[src/rtl/determinante_seq.sv]
// determinante_seq
//   Sequential determinant unit for signed 2x2 and 3x3 matrices. One signed
//   multiplier is reused across all steps: 2 steps for 2x2, 9 steps for 3x3
//   (cofactor expansion along the first row, each 2x2 minor built in a
//   dedicated minor register). The exact result is exported on det_full. A
//   narrowed copy is exported on det, either truncated or saturated.
//
// Ports
//   clk           in   rising-edge clock
//   reset         in   synchronous, active-high; clears state, datapath and outputs
//   start         in   job request, sampled only while idle
//   mode          in   0 = 2x2, 1 = 3x3 (captured with start)
//   matriz        in   9 elements, row-major, a11 in the most significant slot
//   busy          out  high while steps are being executed
//   done          out  one-cycle pulse when det/det_full/overflow_flag update
//   det           out  narrowed signed determinant (DATA_W bits)
//   det_full      out  exact signed determinant (ACC_W bits)
//   overflow_flag out  det_full does not fit in signed DATA_W
module determinante_seq #(
  parameter int DATA_W   = 8,
  parameter bit SATURATE = 1'b0,
  localparam int ACC_W   = 3*DATA_W+3
) (
  input  logic                     clk,
  input  logic                     reset,
  input  logic                     start,
  input  logic                     mode,
  input  logic [9*DATA_W-1:0]      matriz,
  output logic                     busy,
  output logic                     done,
  output logic signed [DATA_W-1:0] det,
  output logic signed [ACC_W-1:0]  det_full,
  output logic                     overflow_flag
);

  localparam int MIN_W  = 2*DATA_W+1;
  localparam int PROD_W = DATA_W + MIN_W;

  localparam logic [1:0] S_IDLE = 2'd0;
  localparam logic [1:0] S_CALC = 2'd1;
  localparam logic [1:0] S_DONE = 2'd2;

  localparam logic signed [ACC_W-1:0] DET_MAX =
    {{(ACC_W-DATA_W+1){1'b0}}, {(DATA_W-1){1'b1}}};
  localparam logic signed [ACC_W-1:0] DET_MIN =
    {{(ACC_W-DATA_W+1){1'b1}}, {(DATA_W-1){1'b0}}};

  logic [1:0]               state;
  logic [3:0]               cnt;
  logic                     mode_q;
  logic [9*DATA_W-1:0]      mat_q;
  logic signed [MIN_W-1:0]  minor_q;
  logic signed [ACC_W-1:0]  acc_q;

  logic signed [DATA_W-1:0] e [9];

  // Per-step control decoded from (mode, step)
  logic signed [DATA_W-1:0] op_a;
  logic signed [MIN_W-1:0]  op_b;
  logic                     wr_acc;
  logic                     ld;
  logic                     sub;
  logic                     last;

  logic signed [PROD_W-1:0] prod;
  logic signed [MIN_W-1:0]  prod_m;
  logic signed [ACC_W-1:0]  prod_acc;
  logic signed [MIN_W-1:0]  minor_nxt;
  logic signed [ACC_W-1:0]  acc_nxt;

  function automatic logic is_ovf(input logic signed [ACC_W-1:0] v);
    return (v > DET_MAX) || (v < DET_MIN);
  endfunction

  function automatic logic signed [DATA_W-1:0] narrow(input logic signed [ACC_W-1:0] v);
    logic signed [DATA_W-1:0] r;
    r = v[DATA_W-1:0];
    if (SATURATE) begin
      if (v > DET_MAX)      r = {1'b0, {(DATA_W-1){1'b1}}};
      else if (v < DET_MIN) r = {1'b1, {(DATA_W-1){1'b0}}};
    end
    return r;
  endfunction

  always_comb begin
    for (int i = 0; i < 9; i++) begin
      e[i] = mat_q[(8-i)*DATA_W +: DATA_W];
    end
  end

  // Step schedule. Element-by-element products go to the minor register
  // (load then subtract); element-by-minor products go to the accumulator
  // with the cofactor sign (+, -, +). The 2x2 case writes acc directly.
  always_comb begin
    op_a   = '0;
    op_b   = '0;
    wr_acc = 1'b0;
    ld     = 1'b0;
    sub    = 1'b0;
    last   = 1'b0;
    if (!mode_q) begin
      case (cnt)
        4'd0: begin op_a = e[0]; op_b = MIN_W'(e[3]); wr_acc = 1'b1; ld = 1'b1; end
        4'd1: begin op_a = e[1]; op_b = MIN_W'(e[2]); wr_acc = 1'b1; sub = 1'b1; last = 1'b1; end
        default: ;
      endcase
    end else begin
      case (cnt)
        4'd0: begin op_a = e[4]; op_b = MIN_W'(e[8]); ld = 1'b1; end
        4'd1: begin op_a = e[5]; op_b = MIN_W'(e[7]); sub = 1'b1; end
        4'd2: begin op_a = e[0]; op_b = minor_q; wr_acc = 1'b1; end
        4'd3: begin op_a = e[3]; op_b = MIN_W'(e[8]); ld = 1'b1; end
        4'd4: begin op_a = e[5]; op_b = MIN_W'(e[6]); sub = 1'b1; end
        4'd5: begin op_a = e[1]; op_b = minor_q; wr_acc = 1'b1; sub = 1'b1; end
        4'd6: begin op_a = e[3]; op_b = MIN_W'(e[7]); ld = 1'b1; end
        4'd7: begin op_a = e[4]; op_b = MIN_W'(e[6]); sub = 1'b1; end
        4'd8: begin op_a = e[2]; op_b = minor_q; wr_acc = 1'b1; last = 1'b1; end
        default: ;
      endcase
    end
  end

  // Single shared multiplier; operands are sign-extended to the full product
  // width so no input combination can wrap.
  always_comb begin
    prod      = PROD_W'(op_a) * PROD_W'(op_b);
    // Element-by-element products always fit in the minor width.
    prod_m    = prod[MIN_W-1:0];
    prod_acc  = ACC_W'(prod);
    minor_nxt = ld ? prod_m : (sub ? minor_q - prod_m : minor_q + prod_m);
    acc_nxt   = ld ? prod_acc : (sub ? acc_q - prod_acc : acc_q + prod_acc);
  end

  always_ff @(posedge clk) begin
    if (reset) begin
      state         <= S_IDLE;
      cnt           <= '0;
      mode_q        <= 1'b0;
      mat_q         <= '0;
      minor_q       <= '0;
      acc_q         <= '0;
      det           <= '0;
      det_full      <= '0;
      overflow_flag <= 1'b0;
    end else begin
      case (state)
        S_IDLE: begin
          if (start) begin
            mat_q   <= matriz;
            mode_q  <= mode;
            cnt     <= '0;
            minor_q <= '0;
            acc_q   <= '0;
            state   <= S_CALC;
          end
        end
        S_CALC: begin
          cnt <= cnt + 4'd1;
          if (wr_acc) acc_q   <= acc_nxt;
          else        minor_q <= minor_nxt;
          if (last) begin
            det_full      <= acc_nxt;
            det           <= narrow(acc_nxt);
            overflow_flag <= is_ovf(acc_nxt);
            state         <= S_DONE;
          end
        end
        S_DONE:  state <= S_IDLE;
        default: state <= S_IDLE;
      endcase
    end
  end

  assign busy = (state == S_CALC);
  assign done = (state == S_DONE);

endmodule

[config.mk]
export PLATFORM = sky130hd
export DESIGN_NAME = determinante_seq
export DESIGN_NICKNAME = d
export VERILOG_FILES = /design/src/rtl/determinante_seq.sv
export SDC_FILE = /design/constraint.sdc
export NUM_CORES = 1
export LEC_CHECK = 0
export CORE_MARGIN = 5
export CORE_UTILIZATION = 34
export DETAILED_ROUTE_END_ITERATION = 6
export PLACE_DENSITY = 0.49
export SETUP_SLACK_MARGIN = 0.3
export SLEW_MARGIN = 20
export SYNTH_ARGS = -nofsm -noshare
export SYNTH_HDL_FRONTEND = slang
export SYNTH_SLANG_ARGS = --single-unit
[constraint.sdc]
create_clock -name clk -period 13.4 [get_ports clk]
set_clock_uncertainty 0.15 [all_clocks]
set_input_delay 1.34 -clock clk [delete_from_list [all_inputs] [get_ports clk]]
set_output_delay 1.34 -clock clk [all_outputs]
set_load 0.02 [all_outputs]
Word-level counts from Yosys, hierarchy flattened

Cells that the tools add are included.
W data, S select, Z words.

Bits of input ports: 76
Bits in registers: 159
Word-level logic and storage cells: 83
Output and inout bits: 38

Order comparisons: 2
Reduce and logical (&&, ||, !) cells: 20
Eq/ne operators: 14
$mul: 1
Mux-type cells: 32
Add/sub/neg operators: 5

Operators by type and width:

| cell                  | count |
|---|---|
| $mux W27              | 4 |
| $mux W17              | 5 |
| $pmux W17 S2          | 2 |
| $pmux W17 S4          | 1 |
| $pmux W27 S2          | 1 |
| $pmux W8 S6           | 1 |
| $add A27 B25 Y27      | 1 |
| $gt A27 B8 Y1 const B | 1 |
| $lt A27 B8 Y1 const B | 1 |
| $sub A27 B25 Y27      | 1 |
| $mul A8 B17 Y25       | 1 |
| $add A17 B17 Y17      | 1 |
| $sub A17 B17 Y17      | 1 |
| $eq A4 B3 Y1 const B  | 4 |
| $pmux W8 S2           | 1 |
| $reduce_or A2 Y1      | 7 |
| $mux W1               | 11 |
| $eq A4 B2 Y1 const B  | 2 |
| $mux W8               | 1 |
| $pmux W4 S2           | 1 |
| $reduce_and A2 Y1     | 4 |
| $reduce_and A3 Y1     | 2 |
| $reduce_or A3 Y1      | 2 |
| $add A4 B1 Y4 const B | 1 |
| other kinds (14)      | 17 |

Logic depth before layout (Yosys ltp)

Gate-level depths: netlist of the first run.

Depth after elaboration: 10
Depth in mapped cells: 44
Depth with buffers taken out: 41

Worst setup path after synthesis of the first run

No wires, ideal clock.

Path kind: flip-flop to flip-flop
Start: reg cnt[2]
End: reg overflow_flag
Setup slack: 3705 ps
Data required time: 13130 ps
Setup time: 120 ps
Path buffers: 7
Stages on the path, launching flop included: 39
Arrival: 9425 ps
Clock period less this slack: 9695 ps
Cell sequence: dfxtp_1 buf_2 clkbuf_1 clkbuf_1 clkbuf_1 nor2_1 a221oi_1 o22a_1 clkbuf_1 clkbuf_1 nor2_1 fa_1 fa_1 fa_1 inv_1 fa_1 inv_1 ha_1 [3 not listed] o211ai_1 nor2_1 and3_1 nor2_1 xor2_1 ha_1 buf_2 a21oi_1 o21ai_0 or4_1 a31oi_2 o31a_1 mux2i_1 nand4_1 or4_1 or4_1 mux2i_1 o31ai_2

Word-level cells in the longest chain between the ends: 10
Elaborated cells on any way between the ends: 41
Those cells by class: 2 x add/sub; 1 x mul; 2 x order compare; 8 x eq/ne; 16 x mux; 12 x reduce/logical

Ends and longest elaborated chain:

| what                                                           | RTL line | source |
|---|---|---|
| start: declaration                                             | 49       | `logic [3:0] cnt;` |
| start signal: assignment                                       | 158      | `cnt <= cnt + 4'd1;` |
| $eq A4 B4 Y1 (tied with other cells)                           | 108      | `case (cnt)` |
| $reduce_or A3 Y1 (no line) or $reduce_or A2 Y1 (tied branches) | -        |  |
| $pmux W17 S4 or $pmux W8 S6 (tied branches)                    | 108      |  |
| $mux W17 or $mux W8 (tied branches)                            | 101      | `if (!mode_q) begin` |
| $mul A8 B17 Y25                                                | 126      | `prod = PROD_W'(op_a) * PROD_W'(op_b);` |
| $add A27 B25 Y27 or $sub A27 B25 Y27 (tied branches)           | 131      | `acc_nxt = ld ? prod_acc : (sub ? acc_q - prod_acc : acc_q + prod_acc);` |
| $mux W27 (2 in series)                                         | 131      |  |
| $gt A27 B8 Y1 or $lt A27 B8 Y1 (tied branches)                 | 72       | `return (v > DET_MAX) \|\| (v < DET_MIN);` |
| $logic_or A1 B1 Y1                                             | 72       |  |
| end signal: assignment                                         | 164      | `overflow_flag <= is_ovf(acc_nxt);` |
| end: declaration                                               | 33       | `output logic overflow_flag` |

Parallel ways exist; a longest one is shown, timed or not.
A chain may end at the register's enable or synchronous reset.

Worst setup path in the final report of the first run

Start: reg mode_q
End: reg overflow_flag

Word-level cells in the longest chain between the ends: 7
Elaborated cells on any way between the ends: 14
Those cells by class: 2 x add/sub; 1 x mul; 2 x order compare; 7 x mux; 2 x reduce/logical

Ends and longest elaborated chain:

| what                                                 | RTL line | source |
|---|---|---|
| start: declaration                                   | 50       | `logic mode_q;` |
| start signal: assignment                             | 150      | `mode_q <= mode;` |
| $mux W8 or $mux W17 (tied branches)                  | 101      |  |
| $mul A8 B17 Y25                                      | 126      |  |
| $add A27 B25 Y27 or $sub A27 B25 Y27 (tied branches) | 131      |  |
| $mux W27 (2 in series)                               | 131      |  |
| $gt A27 B8 Y1 or $lt A27 B8 Y1 (tied branches)       | 72       |  |
| $logic_or A1 B1 Y1                                   | 72       |  |

Parallel ways exist; a longest one is shown, timed or not.

==> metrics.txt, run 1 <==
share of the synthesized area in the top cell type 20.5%; drt pass-1 iters 5; CP most frequent cell fa_1; Synth Area in Adders 23.0%; register area approximately 3000 um2; Slew headroom about a quarter; RSZ-0062 raised after global routing no; crit path capture type flip-flop; Fillers 4564; post-DP HPWL between 30000 and 40000 um; post-CTS setup buffers 0; Post-Synth Simple-Gate Area 21.8%; Layout area overhead 14.4%; Worst Setup Slack, final ~2200 ps; Mapped Cells about 1900; Finished Cell Area roughly 17000 um2; Post-synth top flop dfxtp_1; met3 GRT Util under 10%; vias in the first global route ~14000; Avg WL per Cell between 15 and 20 um; Yosys warning total 0; routed wire length 47100 um; ratio of final minimum period to clock period roughly 84%; top cells by area, synth dfxtp_1 (20%), fa_1 (15%), ha_1 (8.0%), nand2_1 (7.1%), nor2_1 (6.5%); pin count of the biggest net entering global routing 92; final hold violations 0; combinational share of power a little over half; busiest grt layer met2; antenna violations before repair 1; port buffer count about 110; Cell Area, Synth approximately 15000 um2; # setup viols final 0; asr flop ratio synth 0%; P per Cell Area 124 nW/um2; Final Util between 30% and 40%; static leakage 6.92 nW; Initial DRC Count 1057; global-route wire length before repair ~76000 um; final worst path period need about 11000 ps; CTS tree done; Num CTS Buffers 17; switching share of power ~45%; Psw approximately 0.94 mW; setup TNS 0 ps; Max Freq approximately 0.089 GHz; Final nets roughly 2300; FP Rows 76; Yosys reg bits around 150; Clk pwr share between 20% and 30%; status complete, no violations; Max-Cap Viols 0; Synth Area in Compound Gates approximately 22%; worst slew pin tran approximately 1100 ps; Pins Over Slew Limit 0; H-tree depth 4; Hold WC Path Type flip-flop to flip-flop; Seq pwr share between 20% and 30%; clock root buffer clkbuf_16; worst endpoint data arrival time between 10000 and 15000 ps; Initial Util between 30% and 40%; DRT antenna net count 0; die width 218 um; DP Area approximately 16000 um2; Setup Crit Path Kind flip-flop to flip-flop; largest family of logic cells by synthesized area adder cells; dpl ws 2260 ps; Slowest-stage cell, CP dfxtp_1; CP Launch Type flip-flop; Worst-path clk slew about 70 ps; DRC 0; fraction of synthesized area in multiplexers less than 1%; routing usage on met2 32.3%; XOR/XNOR Fraction of Synth Area under 10%; # IOs 114; GRT met1 Usage between 20% and 30%; Vias/cell 5.28; syn_nets 2221; Worst Path Required between 10000 and 15000 ps; Total Routing Usage GR between 20% and 30%; post-synthesis sequential area ratio approximately 20%; share of cells above drive strength 1 around 5.1%; post-cts resize count 0; die area between 40000 and 50000 um2; Crit Path Max Fanout 27; Syn Area/Cell between 7 and 8 um2; Post-synth EDFFs 0; hold buffers post-CTS 0; worst-case clock buffer depth 2; Int Power 1.15 mW; Synth cell types 90; Worst Path Buf+Inv 4; clock sinks about 150; slowest stage delay, CP 910 ps; Clk Latency, worst-skew pair 480 ps; total gr overflow 0; Total Power ~2.1 mW; CP top delay family adder cells; gpl congestion around 0.9; core area ~43000 um2; area of the multi-input gates 10600 um2; Die Span Y 218 um; Worst VDD drop 0.0980 mV; vias 13600; area leader, netlist dfxtp_1
==> power by group through the flow <==
stage	clock (mW)	sequential, mW	combinational [mW]
2_1_floorplan	0	0.505	0.835
3_3_place_gp	0	0.512	1.11
3_5_place_dp	0	0.512	1.12
4_1_cts	0.474	0.502	1.13
5_1_grt	0.490	0.506	1.26
6_report	0.458	0.503	1.13
==> stage by stage <==
step	std cells	hold slack [ps]
after floorplan	1940	286
after CTS	2582	309
after global routing	2583	327
after detailed placement	2550	300
final	2583	308
after global placement	2550	295
==> worst reg2reg max path, delay by kind of cell, from the launching register on <==
family	cells	cell delay (ps)
fa+ha+maj	6	2890
compound gates	10	2870
simple gates	8	2620
flops	1	910
buf+inv	4	700
xor+xnor	2	520
mux	2	430
==> cells in the final DEF, fill, tap and decap left out, types with 7 or more instances in the layout <==
cell type	synthesis	routed
nand2b_1	26	26
nand3_1	26	26
a211oi_1	33	33
a22oi_1	24	24
o22a_1	8	8
a31o_2	7	7
nor3_1	35	35
inv_1	176	176
and2_1	10	9
clkbuf_16	0	17
xor2_1	20	20
or3_1	9	9
mux2i_1	10	10
clkdlybuf4s50_1	0	112
nand3b_1	7	7
dfxtp_1	151	151
fa_1	111	111
nand4_1	11	11
nor2b_1	15	15
xnor2_1	42	42
ha_1	94	94
o21ai_0	62	62
o211ai_1	9	9
a31oi_1	45	45
a221oi_1	23	23
nor2_1	256	254
nand2_1	280	279
a21oi_1	176	176
o21a_1	19	19
a21o_1	21	21
buf_4	9	18
or2_2	9	9
o31ai_1	9	9
==> synth_stat cells (all sizes together), types with 24 or more instances <==
master    n
dfxtp   151
inv     176
nor2    256
a21oi   176
clkbuf   81
nand2   280
fa      111
nand3    26
nor3     37
a221oi   25
buf      24
a211oi   35
ha       94
xnor2    43
a22oi    25
nand2b   26
a31oi    48
o21ai    65
==> registers in the layout (all words and copies together), names as in the netlist <==
signal and cells:
e 72, acc_q 27, det_full 20, minor_q 17, det 7, cnt 4, state 2, mode_q 1
overflow_flag 1
==> layout make-up <==
type | instances | area share [%]
antenna | 1 | 0.0148
clock buffer | 19 | 2.63
clock inverter | 13 | 0.586
inverter | 177 | 3.94
multi-input combinational | 1507 | 63.1
sequential | 151 | 17.9
tap | 585 | 4.34
timing repair buffer | 130 | 7.45
==> layer usage <==
layer	share of wire, %	up-vias	wire, um
met5	0	-	0
met1	48	6601	22600
li1	-	6709	-
met4	1.7	0	803
met3	4.5	41	2110
met2	46	298	21600
==> final timing paths <==
path              startpoint             to  slack, ps  cells after the start
setup reg to reg      mode_q  overflow_flag       2190                     32
setup / recovery      mode_q  overflow_flag       2190                     32
hold reg to reg         e[0]           e[0]        310                      2
hold / removal          e[0]           e[0]        310                      2
==> kinds of logic (layout without fill, tap and decap cells) <==
kind of cell | Yosys count | count (layout)
other | 0 | 1
XOR/XNOR | 63 | 63
AND/OR/NAND/NOR | 724 | 724
multiplexers | 14 | 14
AO/OA/AOI/OAI | 501 | 501
adder cells (fa/ha/maj) | 205 | 205
flip-flops | 151 | 151
buffers and inverters | 282 | 339
(Power assumes the default switching activity.)
==> run 2: changes to the inputs <==
==> constraint.sdc (replaced) <==
create_clock -name clk -period 10.75 [get_ports clk]
set_clock_uncertainty 0.15 [all_clocks]
set_input_delay 1.075 -clock clk [delete_from_list [all_inputs] [get_ports clk]]
set_output_delay 1.075 -clock clk [all_outputs]
set_load 0.02 [all_outputs]
==> run 2 against run 1 <==
  * Setup slack worse by 1300 ps
  * Combinational power up 28%
  * Sequential cell count unchanged
  * Maximum frequency up 13%
  * Count of clock-buffer cells in the layout up 1
  * Core utilization up 1.2 points
  * Final area up 3.0%
  * Clock power up 36%
  * Routed wire length up 1.1%
  * Total power up 29%
  * Register-to-register slack worse by 1300 ps
  * First-iteration DRC count down 14%
  * Largest cell class unchanged
==> metrics.txt, run 2 (same netlist as run 1, synthesis figures left out) <==
share of cells above drive strength 1 a little over 8%; Finished Cell Area about 17000 um2; Layout area overhead 17.8%; Slew headroom roughly a quarter; static leakage a little over 7 nW; Slowest-stage cell, CP fa_1; routed wire length between 40000 and 50000 um; worst-case clock buffer depth 2; Num CTS Buffers 17; final hold violations 0; slowest stage delay, CP approximately 560 ps; H-tree depth 4; CP Launch Type flip-flop; RSZ-0062 raised after global routing no; Avg WL per Cell 18.2 um; ratio of final minimum period to clock period 92.0%; # IOs around 110; Final nets 2307; CP most frequent cell fa_1; Setup Crit Path Kind flip-flop to flip-flop; total gr overflow 0; drt pass-1 iters 5; Total Routing Usage GR 20.4%; dpl cells 2584; Crit Path Max Fanout 15; # setup viols final 0; Clk pwr share between 20 and 25%; ant diodes 0; die width about 220 um; Vias/cell 5.24; Hold WC Path Type flip-flop to flip-flop; Total Power around 2.7 mW; CTS tree done; pin count of the biggest net entering global routing between 90 and 100; status complete, no violations; global-route wire length before repair 76900 um; DRC 0; crit path capture type flip-flop; vias ~14000; Worst Setup Slack, final 863 ps; post-DP HPWL between 30000 and 40000 um; Die Span Y 218 um; port buffer count 113; final worst path period need 9890 ps; P per Cell Area about 160 nW/um2; die area ~48000 um2; post-route insts no fill 2624; antenna violations before repair 0; gpl congestion around 0.88; Largest register FFs between 70 and 80; Initial Util between 30% and 40%; switching share of power between 40% and 50%; Max Freq between 0.1 and 0.15 GHz; Psw around 1.2 mW; vias in the first global route between 10000 and 15000; Pins Over Slew Limit 0; Fillers 4518; Seq pwr share between 20% and 30%; DRT antenna net count 0; Worst VDD drop between 0.1 and 0.15 mV; Worst-path clk slew roughly 70 ps; worst slew pin tran ~1100 ps; worst endpoint data arrival time approximately 10000 ps; Max-Cap Viols 0; most common cell after layout, fill and taps aside nand2_1; FP Rows 76; dpl ws 132 ps; clock root buffer clkbuf_16; Worst Path Required around 11000 ps; combinational share of power a little over half; Int Power roughly 1.5 mW; hold buffers post-CTS 0; clock sinks around 150; DP Area approximately 17000 um2; core area about 43000 um2; Initial DRC Count 907; Clk Latency, worst-skew pair ~500 ps; commonest cells after routing, fill and taps aside nand2_1 (279), nor2_1 (251), inv_1 (176); setup TNS 0 ps
run 2: changes by cell type in the layout (fill, tap and decap cells not counted), sizes merged:
| cell | change |
|---|---|
| clkinv | +3 |
| clkbuf | +1 |
| buf | +42 |
| clkinvlp | -5 |
| diode | -1 |
| inv | -1 |
| bufinv | +2 |
run 2: what timing repair did:
| item | in CTS | in global routing |
|---|---|---|
| endpoints found under the setup margin | 1 | 4 |
| pin swaps | 0 | 2 |
| setup buffers | 4 | 4 |
| resized for setup | 3 | 34 |
run 2: worst max-delay path, delay by kind of cell (launching register included):
kind                       cells  cell delay (ps)
muxes                          3              660
adders and majority gates      7             3050
and+or+nand+nor               11             2540
buffers and inverters          4              410
AOI/OAI and AO/OA             11             2190
xor gates and xnor gates       2              350
DFF                            1              380
run 2: layout make-up:
class                   instances  area (um2)  area share (%)
well taps                     585         732            4.21
clock buffers                  20         447            2.57
inverters                     177         664            3.82
flip-flops and latches        151        3020            17.4
repair buffers                172        1600            9.20
clock inverters                12         146           0.842
multi-input cells            1507       10800            62.0
run 2: final timing paths:
path,slack (ps),depth (start not counted),start,to
worst max-delay path,860,38,cnt[0],overflow_flag
worst min-delay path,310,2,e[12],e[12]
worst max register to register,860,38,cnt[0],overflow_flag
worst min register to register,310,2,e[12],e[12]
run 2: routing by layer:
layer / vias to the layer above / global-route usage, % / part of all wire (%)
met5: - / 0 / 0
met4: 0 / 5.92 / 2.0
met3: 48 / 2.94 / 3.3
met2: 244 / 32.8 / 46
met1: 6664 / 28.5 / 49
li1: 6803 / - / -
run 2: metrics by stage:
step	hold WS [ps]	utilization (%)
after floorplan	286	-
after detailed placement	300	38.6
after global routing	326	40.4
final	309	40.4
after CTS	308	40.0
after global placement	294	38.6
run 2: power groups by stage:
stage	logic, mW	registers, mW	clock network [mW]
2_1_floorplan	1.04	0.629	0
3_3_place_gp	1.41	0.638	0
3_5_place_dp	1.42	0.638	0
4_1_cts	1.43	0.625	0.641
5_1_grt	1.61	0.630	0.662
6_report	1.45	0.626	0.621
==> run 3: changes to the inputs <==
--- a/config.mk
+++ b/config.mk
@@ -8,8 +8,8 @@
 export CORE_MARGIN = 5
 export CORE_UTILIZATION = 34
 export DETAILED_ROUTE_END_ITERATION = 6
-export PLACE_DENSITY = 0.49
-export SETUP_SLACK_MARGIN = 0.3
+export PLACE_DENSITY = 0.55
+export SETUP_SLACK_MARGIN = 0.1
 export SLEW_MARGIN = 20
 export SYNTH_ARGS = -nofsm -noshare
 export SYNTH_HDL_FRONTEND = slang
==> run 3 against run 2 <==
  * Count of clock-buffer cells in the layout fell by 2
  * Via count increased by 1.0%
  * Die area did not move
  * Total power shrank 0.53%
  * Hold slack about the same
  * Global-route usage is 0.43 points lower
  * First-iteration DRC count up 14%
  * Final cell count down 0.30%
  * Sequential power barely moved
  * Clock power about the same
  * Maximum frequency decreased by 1.8%
  * Combinational power barely moved
  * Critical path type unchanged
  * Critical endpoint unchanged
  * Largest cell class unchanged
==> metrics.txt, run 3 (same netlist as run 1, synthesis figures left out) <==
# setup viols final 0; combinational share of power between 50 and 60%; Hold WC Path Type flip-flop to flip-flop; FP Rows 76; pin count of the biggest net entering global routing 89; Clk pwr share a little under a quarter; Max-Cap Viols 0; Total Routing Usage GR between 15 and 20%; crit path capture type flip-flop; ratio of final minimum period to clock period 93.7%; worst endpoint data arrival time a little over 10000 ps; total gr overflow 0; gpl congestion between 0.9 and 1; Slowest-stage cell, CP fa_1; Layout area overhead 17.1%; Pins Over Slew Limit 0; DRT antenna net count 0; final worst path period need 10070 ps; Worst Path Buf+Inv 6; Num CTS Buffers 17; ant diodes 0; Fillers about 4500; routed wire length between 40000 and 50000 um; Setup Crit Path Kind flip-flop to flip-flop; Largest register FFs between 70 and 80; worst-case clock buffer depth 2; most common cell after layout, fill and taps aside nand2_1; Seq pwr share about a quarter; Slew headroom around 29%; post-DP HPWL around 37000 um; Crit Path Max Fanout 20; Worst VDD drop 0.130 mV; CTS tree done; area of the multi-input gates roughly 11000 um2; die area 47600 um2; global-route wire length before repair approximately 76000 um; register area 3030 um2; Worst Path Required between 10000 and 15000 ps; commonest cells after routing, fill and taps aside nand2_1 (279), nor2_1 (253), inv_1 (176); Initial Util between 30% and 40%; Vias/cell between 5 and 6; Worst-path clk slew approximately 60 ps; DRC 0; antenna violations before repair 0; Die Span Y about 220 um; port buffer count 113; Final nets around 2300; Final Util around 40%; switching share of power between 40% and 50%; Psw between 1 and 1.5 mW; DP Area 16500 um2; hold buffers post-CTS 0; RSZ-0062 raised after global routing no; Finished Cell Area 17300 um2; CP top delay family adder cells; clock sinks around 150; Max Freq between 0.09 and 0.1 GHz; slowest stage delay, CP 580 ps; share of cells above drive strength 1 under 10%; clock root buffer clkbuf_16; final hold violations 0; Avg WL per Cell between 15 and 20 um; # IOs about 110; P per Cell Area ~160 nW/um2; vias in the first global route 13800; core area 43000 um2; worst slew pin tran roughly 1100 ps; H-tree depth 4; drt pass-1 iters 5; status complete, no violations; static leakage 7.14 nW; vias ~14000; Initial DRC Count a little over 1000; Clk Latency, worst-skew pair roughly 450 ps; CP Launch Type flip-flop; Int Power around 1.5 mW; setup TNS 0 ps; die width about 220 um
-- run 3: cell types whose count changed in the layout (fill, tap and decap cells not counted), sizes merged --
cell,previous run,this run
bufinv,2,3
clkinvlp,0,3
clkbuf,20,18
inv,178,177
buf,60,54
clkinv,9,6
-- run 3: final timing paths --
kind,startpoint,depth (start not counted),end,slack (ps)
hold reg to reg,e[32],2,e[32],310
hold / removal,e[32],2,e[32],310
setup / recovery,cnt[0],35,overflow_flag,680
setup reg to reg,cnt[0],35,overflow_flag,680
-- run 3: layout make-up --
| cell class | instances | area share, % |
|---|---|---|
| Sequential cell | 151 | 17.5 |
| Inverter | 177 | 3.85 |
| Timing Repair Buffer | 166 | 8.93 |
| Multi-Input combinational cell | 1507 | 62.0 |
| Clock inverter | 12 | 0.891 |
| Clock buffer | 18 | 2.54 |
| Tap cell | 585 | 4.24 |
-- run 3: power groups by stage --
stage	clock [mW]	combinational, mW	sequential, mW
floorplan	0	1.04	0.629
global route	0.656	1.60	0.630
detailed placement	0	1.40	0.638
global placement	0	1.39	0.639
CTS	0.637	1.41	0.626
finish	0.621	1.44	0.627
-- run 3: metal layers --
layer | wire [um] | GRT usage [%]
met1 | 22900 | 28.7
met2 | 21000 | 31.2
met3 | 2150 | 3.02
met4 | 1120 | 5.59
met5 | 0 | 0
-- run 3: metrics by stage --
step           cells  hold slack [ps]  setup slack (ps)  total power, mW
2_1_floorplan   1940              286              1060             1.67
3_3_place_gp    2580              296               415             2.03
3_5_place_dp    2580              302               194             2.04
4_1_cts         2610              311               134             2.67
5_1_grt         2616              330               119             2.88
6_report        2616              309               677             2.69
-- run 3: worst reg2reg max path, delay by kind of cell, from the launching register on --
family                     cells  cell delay (ps)
adders and majority gates      7             3160
muxes                          2              440
AOI/OAI and AO/OA              8             2010
xor gates and xnor gates       1              220
DFF                            1              340
and+or+nand+nor               11             2820
buffers and inverters          6              800
-- run 3: timing repair --
item | CTS | global route
setup buffers | 0 | 6
gates resized for setup | 0 | 21
endpoints found under the hold margin | 0 | 0
endpoints found under the setup margin | 0 | 4
